$ cat src/rtl/i2s_pkg.sv
// Shared I2S constants for the receiver and transmitter.
package i2s_pkg;

  localparam logic I2S_WS_LEFT  = 1'b0;
  localparam logic I2S_WS_RIGHT = 1'b1;

  localparam int unsigned I2S_DATA_W_DEFAULT      = 32;
  localparam int unsigned I2S_SYNC_STAGES_DEFAULT = 2;

endpackage

$ cat src/rtl/i2s_sync_edge.sv
// Multi-bit input synchroniser with a registered rising-edge pulse on bit 0.
// Bits WIDTH-1:1 are delayed one extra flop so they stay aligned with rise.
module i2s_sync_edge
  import i2s_pkg::*;
#(
  parameter int unsigned SYNC_STAGES = I2S_SYNC_STAGES_DEFAULT,
  parameter int unsigned WIDTH       = 3
) (
  input  logic             clk,
  input  logic             rst_n,
  input  logic [WIDTH-1:0] pins,
  output logic [WIDTH-1:1] sync,
  output logic             rise
);

  logic [WIDTH-1:0] chain [SYNC_STAGES];
  logic             last;

  // Synchroniser chain, edge detect on bit 0, aligned copy of the other bits.
  always_ff @(posedge clk) begin
    if (!rst_n) begin
      for (int unsigned i = 0; i < SYNC_STAGES; i++) begin
        chain[i] <= '0;
      end
      last <= 1'b0;
      rise <= 1'b0;
      sync <= '0;
    end else begin
      chain[0] <= pins;
      for (int unsigned i = 1; i < SYNC_STAGES; i++) begin
        chain[i] <= chain[i-1];
      end
      last <= chain[SYNC_STAGES-1][0];
      rise <= chain[SYNC_STAGES-1][0] & ~last;
      sync <= chain[SYNC_STAGES-1][WIDTH-1:1];
    end
  end

endmodule

$ cat src/rtl/i2s_rx.sv
// I2S (Philips) slave receiver: oversamples sclk/lrclk/sdata on mclk and
// publishes each completed left/right word, left-justified, with a 1-cycle strobe.
module i2s_rx
  import i2s_pkg::*;
#(
  parameter int unsigned DATA_W      = I2S_DATA_W_DEFAULT,
  parameter int unsigned SYNC_STAGES = I2S_SYNC_STAGES_DEFAULT
) (
  input  logic              mclk,
  input  logic              rst_n,
  input  logic              sclk,
  input  logic              lrclk,
  input  logic              sdata,
  output logic [DATA_W-1:0] l_dout,
  output logic [DATA_W-1:0] r_dout,
  output logic              l_valid,
  output logic              r_valid,
  output logic              short_o
);

  localparam int unsigned CNT_W = $clog2(DATA_W + 1);

  logic              bit_stb;
  logic [2:1]        pin_sync;
  logic              ws;
  logic              d;

  logic [DATA_W-1:0] shreg;
  logic [DATA_W-1:0] shreg_ins;
  logic [CNT_W-1:0]  cnt;
  logic [CNT_W-1:0]  cnt_ins;
  logic              armed;
  logic              ws_prev;

  i2s_sync_edge #(
    .SYNC_STAGES (SYNC_STAGES),
    .WIDTH       (3)
  ) u_sync (
    .clk   (mclk),
    .rst_n (rst_n),
    .pins  ({sdata, lrclk, sclk}),
    .sync  (pin_sync),
    .rise  (bit_stb)
  );

  assign ws = pin_sync[1];
  assign d  = pin_sync[2];

  // Shift register and count after storing the current bit (saturating at DATA_W).
  always_comb begin
    shreg_ins = shreg;
    cnt_ins   = cnt;
    if (cnt < CNT_W'(DATA_W)) begin
      for (int unsigned i = 0; i < DATA_W; i++) begin
        if (cnt == CNT_W'(DATA_W - 1 - i)) begin
          shreg_ins[i] = d;
        end
      end
      cnt_ins = cnt + CNT_W'(1);
    end
  end

  // Bit accumulation, word-boundary publish and arming.
  always_ff @(posedge mclk) begin
    if (!rst_n) begin
      shreg   <= '0;
      cnt     <= '0;
      armed   <= 1'b0;
      ws_prev <= 1'b0;
      l_dout  <= '0;
      r_dout  <= '0;
      l_valid <= 1'b0;
      r_valid <= 1'b0;
      short_o <= 1'b0;
    end else begin
      l_valid <= 1'b0;
      r_valid <= 1'b0;
      short_o <= 1'b0;
      if (bit_stb) begin
        ws_prev <= ws;
        if (ws == ws_prev) begin
          shreg <= shreg_ins;
          cnt   <= cnt_ins;
        end else begin
          // The boundary bit is the LSB slot of the word that just ended.
          if (armed) begin
            if (ws_prev == I2S_WS_LEFT) begin
              l_dout  <= shreg_ins;
              l_valid <= 1'b1;
            end else begin
              r_dout  <= shreg_ins;
              r_valid <= 1'b1;
            end
            short_o <= (cnt_ins < CNT_W'(DATA_W));
          end
          shreg <= '0;
          cnt   <= '0;
          armed <= 1'b1;
        end
      end
    end
  end

endmodule

$ cat config.mk
export PLATFORM = sky130hd
export DESIGN_NAME = i2s_rx
export DESIGN_NICKNAME = d
export VERILOG_FILES = /design/src/rtl/i2s_pkg.sv /design/src/rtl/i2s_sync_edge.sv /design/src/rtl/i2s_rx.sv
export SDC_FILE = /design/constraint.sdc
export NUM_CORES = 1
export LEC_CHECK = 0
export ABC_AREA = 1
export CORE_MARGIN = 2
export CORE_UTILIZATION = 55
export DETAILED_ROUTE_END_ITERATION = 12
export PLACE_DENSITY_LB_ADDON = 0.25
export SLEW_MARGIN = 20
export SYNTH_ARGS = -nofsm -noshare
export SYNTH_HDL_FRONTEND = slang
export SYNTH_SLANG_ARGS = --single-unit
$ cat constraint.sdc
create_clock -name mclk -period 2.1 [get_ports mclk]
set_input_delay 0.525 -clock mclk [delete_from_list [all_inputs] [get_ports mclk]]
set_output_delay 0.525 -clock mclk [all_outputs]
set_load 0.05 [all_outputs]
# == After elaboration in Yosys (flattened, before gate mapping) ==
# Memory sizes are Yosys's and may differ from the RTL's.
# Cells that the tools add are included.
# word_totals
ff_bits,111
ram_bits,6
inputBits,5
output_inout_bits,67
word_cells,104
memories,1
# mem_list
name,words,width,rd,rd_clocked_by_memory_dff,wr,line,text
u_sync.chain,2,3,2,0,2,i2s_sync_edge.sv:16,logic [WIDTH-1:0] chain [SYNC_STAGES];
# classes
addsub,1
order_cmp,2
n_eq_ne,32
mux,42
bitwise_logic,9
reduce_logical,5
# op_table
op,n
"== test 6 x 5 -> 1 bit, second input constant",16
two-way mux 32 bit,2
"== test 6 x 4 -> 1 bit, second input constant",8
two-way mux 1 bit,36
"== test 6 x 3 -> 1 bit, second input constant",4
"== test 6 x 2 -> 1 bit, second input constant",2
"less-than comparator 6 bit, second input constant",2
two-way mux 6 bit,2
AND reduction 4 bit,2
"adder 6 x 1 -> 6 bit, second input constant",1
"== test 6 x 1 -> 1 bit, second input constant",1
logical NOT 6 bit,1
two-way mux 3 bit,2
inverter 1 bit,6
OR reduction 4 bit,1
bitwise OR 1 bit,2
AND reduction 2 bit,1
AND 1 bit,1
== test 1 bit,1

# == Logic depth before layout (Yosys ltp) ==
# logic_depth
depth_word,4
depth_mapped,10
mapped_depth_nobuf,10

# == By module ==
# From an unflattened synthesis, not the netlist that was laid out.
# hier_totals
cells_unflattened,826
area_unflattened_um2,5507.8
# by_module_without_submodules
module,instances,cells_each,area_per_inst_um2,seq_area_each_um2
i2s_rx,1,796,5215.0,2142.1
i2s_sync_edge,1,30,292.8,200.2

# == Worst setup path before layout ==
# No wires, ideal clock.
# synth_timing
path_kind,register to register
start,reg ws_prev
end,reg r_dout[29]
setup_time_ps,109
t_arrival_ps,1566
required_ps,1991
path_slack_ps,425
stages_incl_launch_ff,10
path_buffers,1
period_less_slack_ps,1675
path_cell_list,dfxtp_1 > inv_1 > ha_1 > inv_1 > nand2_2 > nor3_4 > buf_4 > nand2_1 > nand2_1 > inv_1
# synth_via
elab_chain_len,3
# synth_lines
item,line,text
"start, declared",i2s_rx.sv:33,logic ws_prev;
"start signal, assigned",i2s_rx.sv:80,ws_prev <= ws;
== test 1 bit,i2s_rx.sv:81,if (ws == ws_prev) begin
inverter 1 bit (no source line),-,
AND reduction 4 bit (no source line) (*),-,
"end signal, assigned",i2s_rx.sv:91,r_dout <= shreg_ins;
"end, declared",i2s_rx.sv:15,"output logic [DATA_W-1:0] r_dout,"
# Every way passes the cells marked *; elsewhere a longest branch is shown, timed or not.
# A chain may end at the register's enable or synchronous reset.

# == Final worst setup path ==
# layout_timing
start,reg l_dout[4]
end,out l_dout[4]
# layout_rtl
item,line,text
"start, declared",i2s_rx.sv:14,"output logic [DATA_W-1:0] l_dout,"
"start signal, assigned",i2s_rx.sv:88,l_dout <= shreg_ins;
# No word-level cell between the ends.

==> run_results.csv <==
group,metric,value,unit
global_routing,first_global_vias,5104,
global_routing,track_usage,26.28,%
status,status,"completed",
global_routing,grt_max_degree,46,
sta,hold_viol,0,
min_path,hp-class,"flip-flop to flip-flop",
placed_design,dp_slack,242.7,ps
sta,fin_hold_ws,379.7,ps
sta,fin_crit_sh,92.23,%
sta,maxSlewViolCount,0,
placed_design,dpl_cell_area,6336,µm²
floorplanning,fp.dieArea,10800,µm²
cts,cts_buffer_depth,2,
global_routing,antenna_found_initial,0,
setup_path,end_kind,"primary output",
cts,post_cts_buffers,0,
cts,cts_tree,"yes",
logic_synthesis,synthCells,828,
logic_synthesis,ys_seq_elements,117,
routing,drc_errors,0,
job,cap_viol_max_count,0,
floorplanning,coreArea,9729,µm²
setup_path,critical_path_class,"flip-flop to primary output",
setup_path,required,1570,ps
logic_synthesis,seq_area_frac_synth,42.64,%
cts,cts.sinks,117,
finish,fill_cells,867,
logic_synthesis,ys_types,22,
logic_synthesis,avgSynthCellArea,6.634,µm²
sta,finalSetupViolCount,0,
setup_path,crit_path_start_kind,"flip-flop",
setup_path,cp_cell_sequence,"dlygate4sd2_1",
floorplanning,pin_count,72,
power_and_ir_drop,ir_drop,0.0004881,V
placed_design,port_buffers,71,
finish,drive_gt1_share,7.190,%
finish,num-nets-final,905,
sta,tightest_slew,709.4,ps
sta,rsz0062_at_grt,"false",
sta,fmax,516.3,MHz
cts,hold_buffers,0,
sta,min_period,1937,ps
sta,setup_tns,0,ps
finish,antenna_cells,0,
setup_path,cpMaxStageDelayCell,"dlygate4sd2_1",
routing,first_pass_iters,5,
finish,multi_input_area,2455,µm²
setup_path,arrival,1410,ps
routing,antenna_left,0,
routing,drtIter0Drc,332,
setup_path,cpPeakStageDelay,540,ps
sta,layout_setup_ws,163.1,ps
logic_synthesis,ys_warn_count,0,
floorplanning,start_util,56.46,%
finish,seq_area,2342,µm²
global_routing,grt_first_pass_wirelength,23130,µm
finish,design_area,6770,µm²
routing,viasPerCell,5.275,
setup_path,path_buf_inv,1,
floorplanning,std_cell_rows,36,
sta,fin_skew,10.61,ps
routing,wl_per_cell,13.42,µm
logic_synthesis,synth_nets,838,
setup_path,cpLargestDelayFamily,"buffers and inverters",
routing,routed_wl,13910,µm
global_routing,grt_overflow,0,
cts,cts-root-buf,"clkbuf_8",
power_and_ir_drop,power.density,715.3,nW/µm²
cts,clkTransAtPathRegs,50,ps
cts,h-tree-depth,4,
setup_path,path_max_fanout,2,
placed_design,hpwl,9190,µm
floorplanning,dieHeight,103.9,µm
finish,syn2layout_area_growth,23.26,%
power_and_ir_drop,p_leak,3.409,nW
routing,via_count,5470,
cts,clk_latency,530,ps
logic_synthesis,synth_area,5493,µm²
placed_design,place.gp.congestion,0.8692,
cts,cts_buffers,17,
sta,slew_headroom,52.66,%
floorplanning,die_x,103.9,µm
-- synthesized netlist by cell type --
| cell | number | share of area (%) |
|---|---|---|
| inv_2 | 1 | 0.068 |
| nand4_1 | 15 | 1.7 |
| clkinv_1 | 1 | 0.068 |
| buf_2 | 9 | 0.82 |
| o21ai_0 | 11 | 1.0 |
| clkbuf_1 | 27 | 1.8 |
| nand2_2 | 1 | 0.11 |
| buf_6 | 5 | 1.0 |
| nor2_1 | 94 | 6.4 |
| nand2_1 | 227 | 16 |
| nor3_4 | 1 | 0.30 |
| ha_1 | 5 | 1.1 |
| a21o_1 | 10 | 1.4 |
| nand3_1 | 110 | 10 |
| buf_1 | 5 | 0.34 |
| inv_1 | 121 | 8.3 |
| a211oi_1 | 1 | 0.14 |
| buf_4 | 2 | 0.27 |
| nor3_1 | 3 | 0.27 |
| a21oi_1 | 40 | 3.6 |
| dfxtp_1 | 117 | 43 |
| o21a_1 | 22 | 3.0 |
-- where the power goes --
group	internal (mW)	switching (mW)
Combinational	0.0351	0.0820
Clock	1.54	0.955
Sequential	2.23	0.00429
Total	3.80	1.04
-- worst register-to-register path: cells and delay by family (launching register included) --
kind / cells / cell delay [ps]
and+or+nand+nor: 5 / 650
buffers and inverters: 3 / 250
adders and majority gates: 1 / 530
DFF: 1 / 340
-- metrics by stage --
stage	std cells	total power, mW	util, %
6_report	1037	4.843	69.59
5_1_grt	1037	4.978	69.59
4_1_cts	1037	4.868	69.56
3_5_place_dp	1009	2.397	65.12
3_3_place_gp	1009	2.395	65.12
2_1_floorplan	828	2.349	-
-- cell families after synthesis --
family                   share of synthesized area (%)
AO/OA/AOI/OAI                                    9.157
AND/OR/NAND/NOR                                  34.35
adder cells (fa/ha/maj)                          1.139
buffers and inverters                            12.71
flip-flops                                       42.64
-- worst paths after layout --
path	startpoint	to	slack, ps	cells past startpoint
min reg2reg	u_sync.last$_SDFF_PN0_	u_sync.rise$_SDFF_PN0_	380	1
max	l_dout[4]$_SDFFE_PN0P_	l_dout[4]	160	1
max reg2reg	cnt[1]$_SDFFE_PN0P_	r_dout[2]$_SDFFE_PN0P_	250	9
min	u_sync.last$_SDFF_PN0_	u_sync.rise$_SDFF_PN0_	380	1
-- state kept, by name (all words and copies together) (netlist names) --
register and cells:
armed 1, cnt 6, l_dout 32, l_valid 1, r_dout 32, r_valid 1
short_o 1, shreg 32, u_sync.chain 6, u_sync.last 1, u_sync.rise 1, u_sync.sync 2
ws_prev 1
-- layout by cell type, fill, tap and decap left out, types with 2 or more instances in the layout --
cell / Yosys / routed
clkbuf_8: 0 / 5
o21a_1: 22 / 22
o21ai_0: 11 / 11
clkbuf_1: 27 / 2
a21oi_1: 40 / 40
inv_1: 121 / 120
nor2_1: 94 / 94
nor3_1: 3 / 3
nand2_1: 227 / 227
clkdlybuf4s50_1: 0 / 4
clkbuf_16: 0 / 16
dfxtp_1: 117 / 117
buf_12: 0 / 3
inv_2: 1 / 2
dlygate4sd2_1: 0 / 58
ha_1: 5 / 4
nand3_1: 110 / 110
a21o_1: 10 / 10
nand4_1: 15 / 15
clkinv_2: 0 / 4
buf_4: 2 / 31
-- timing repair --
action	in CTS	in global routing
setup endpoints to repair	58	4
cloned	0	0
gates resized for setup	58	1
-- layer usage --
layer	GRT usage, %	routed length [µm]	up-vias
li1	-	-	2712
met1	31.27	5835	2495
met2	44.45	6751	225
met3	6.516	957	38
met4	12.55	369	0
met5	0	0	-
-- final cells by class --
class | count | share of cell area [%]
multi-input cells | 540 | 36.26
clock buffers | 23 | 7.041
clock inverters | 5 | 0.4066
repair buffers | 96 | 12.42
inverters | 123 | 6.819
flip-flops and latches | 117 | 34.60
well taps | 133 | 2.458
Note: power is estimated with default switching activity, not from simulation.
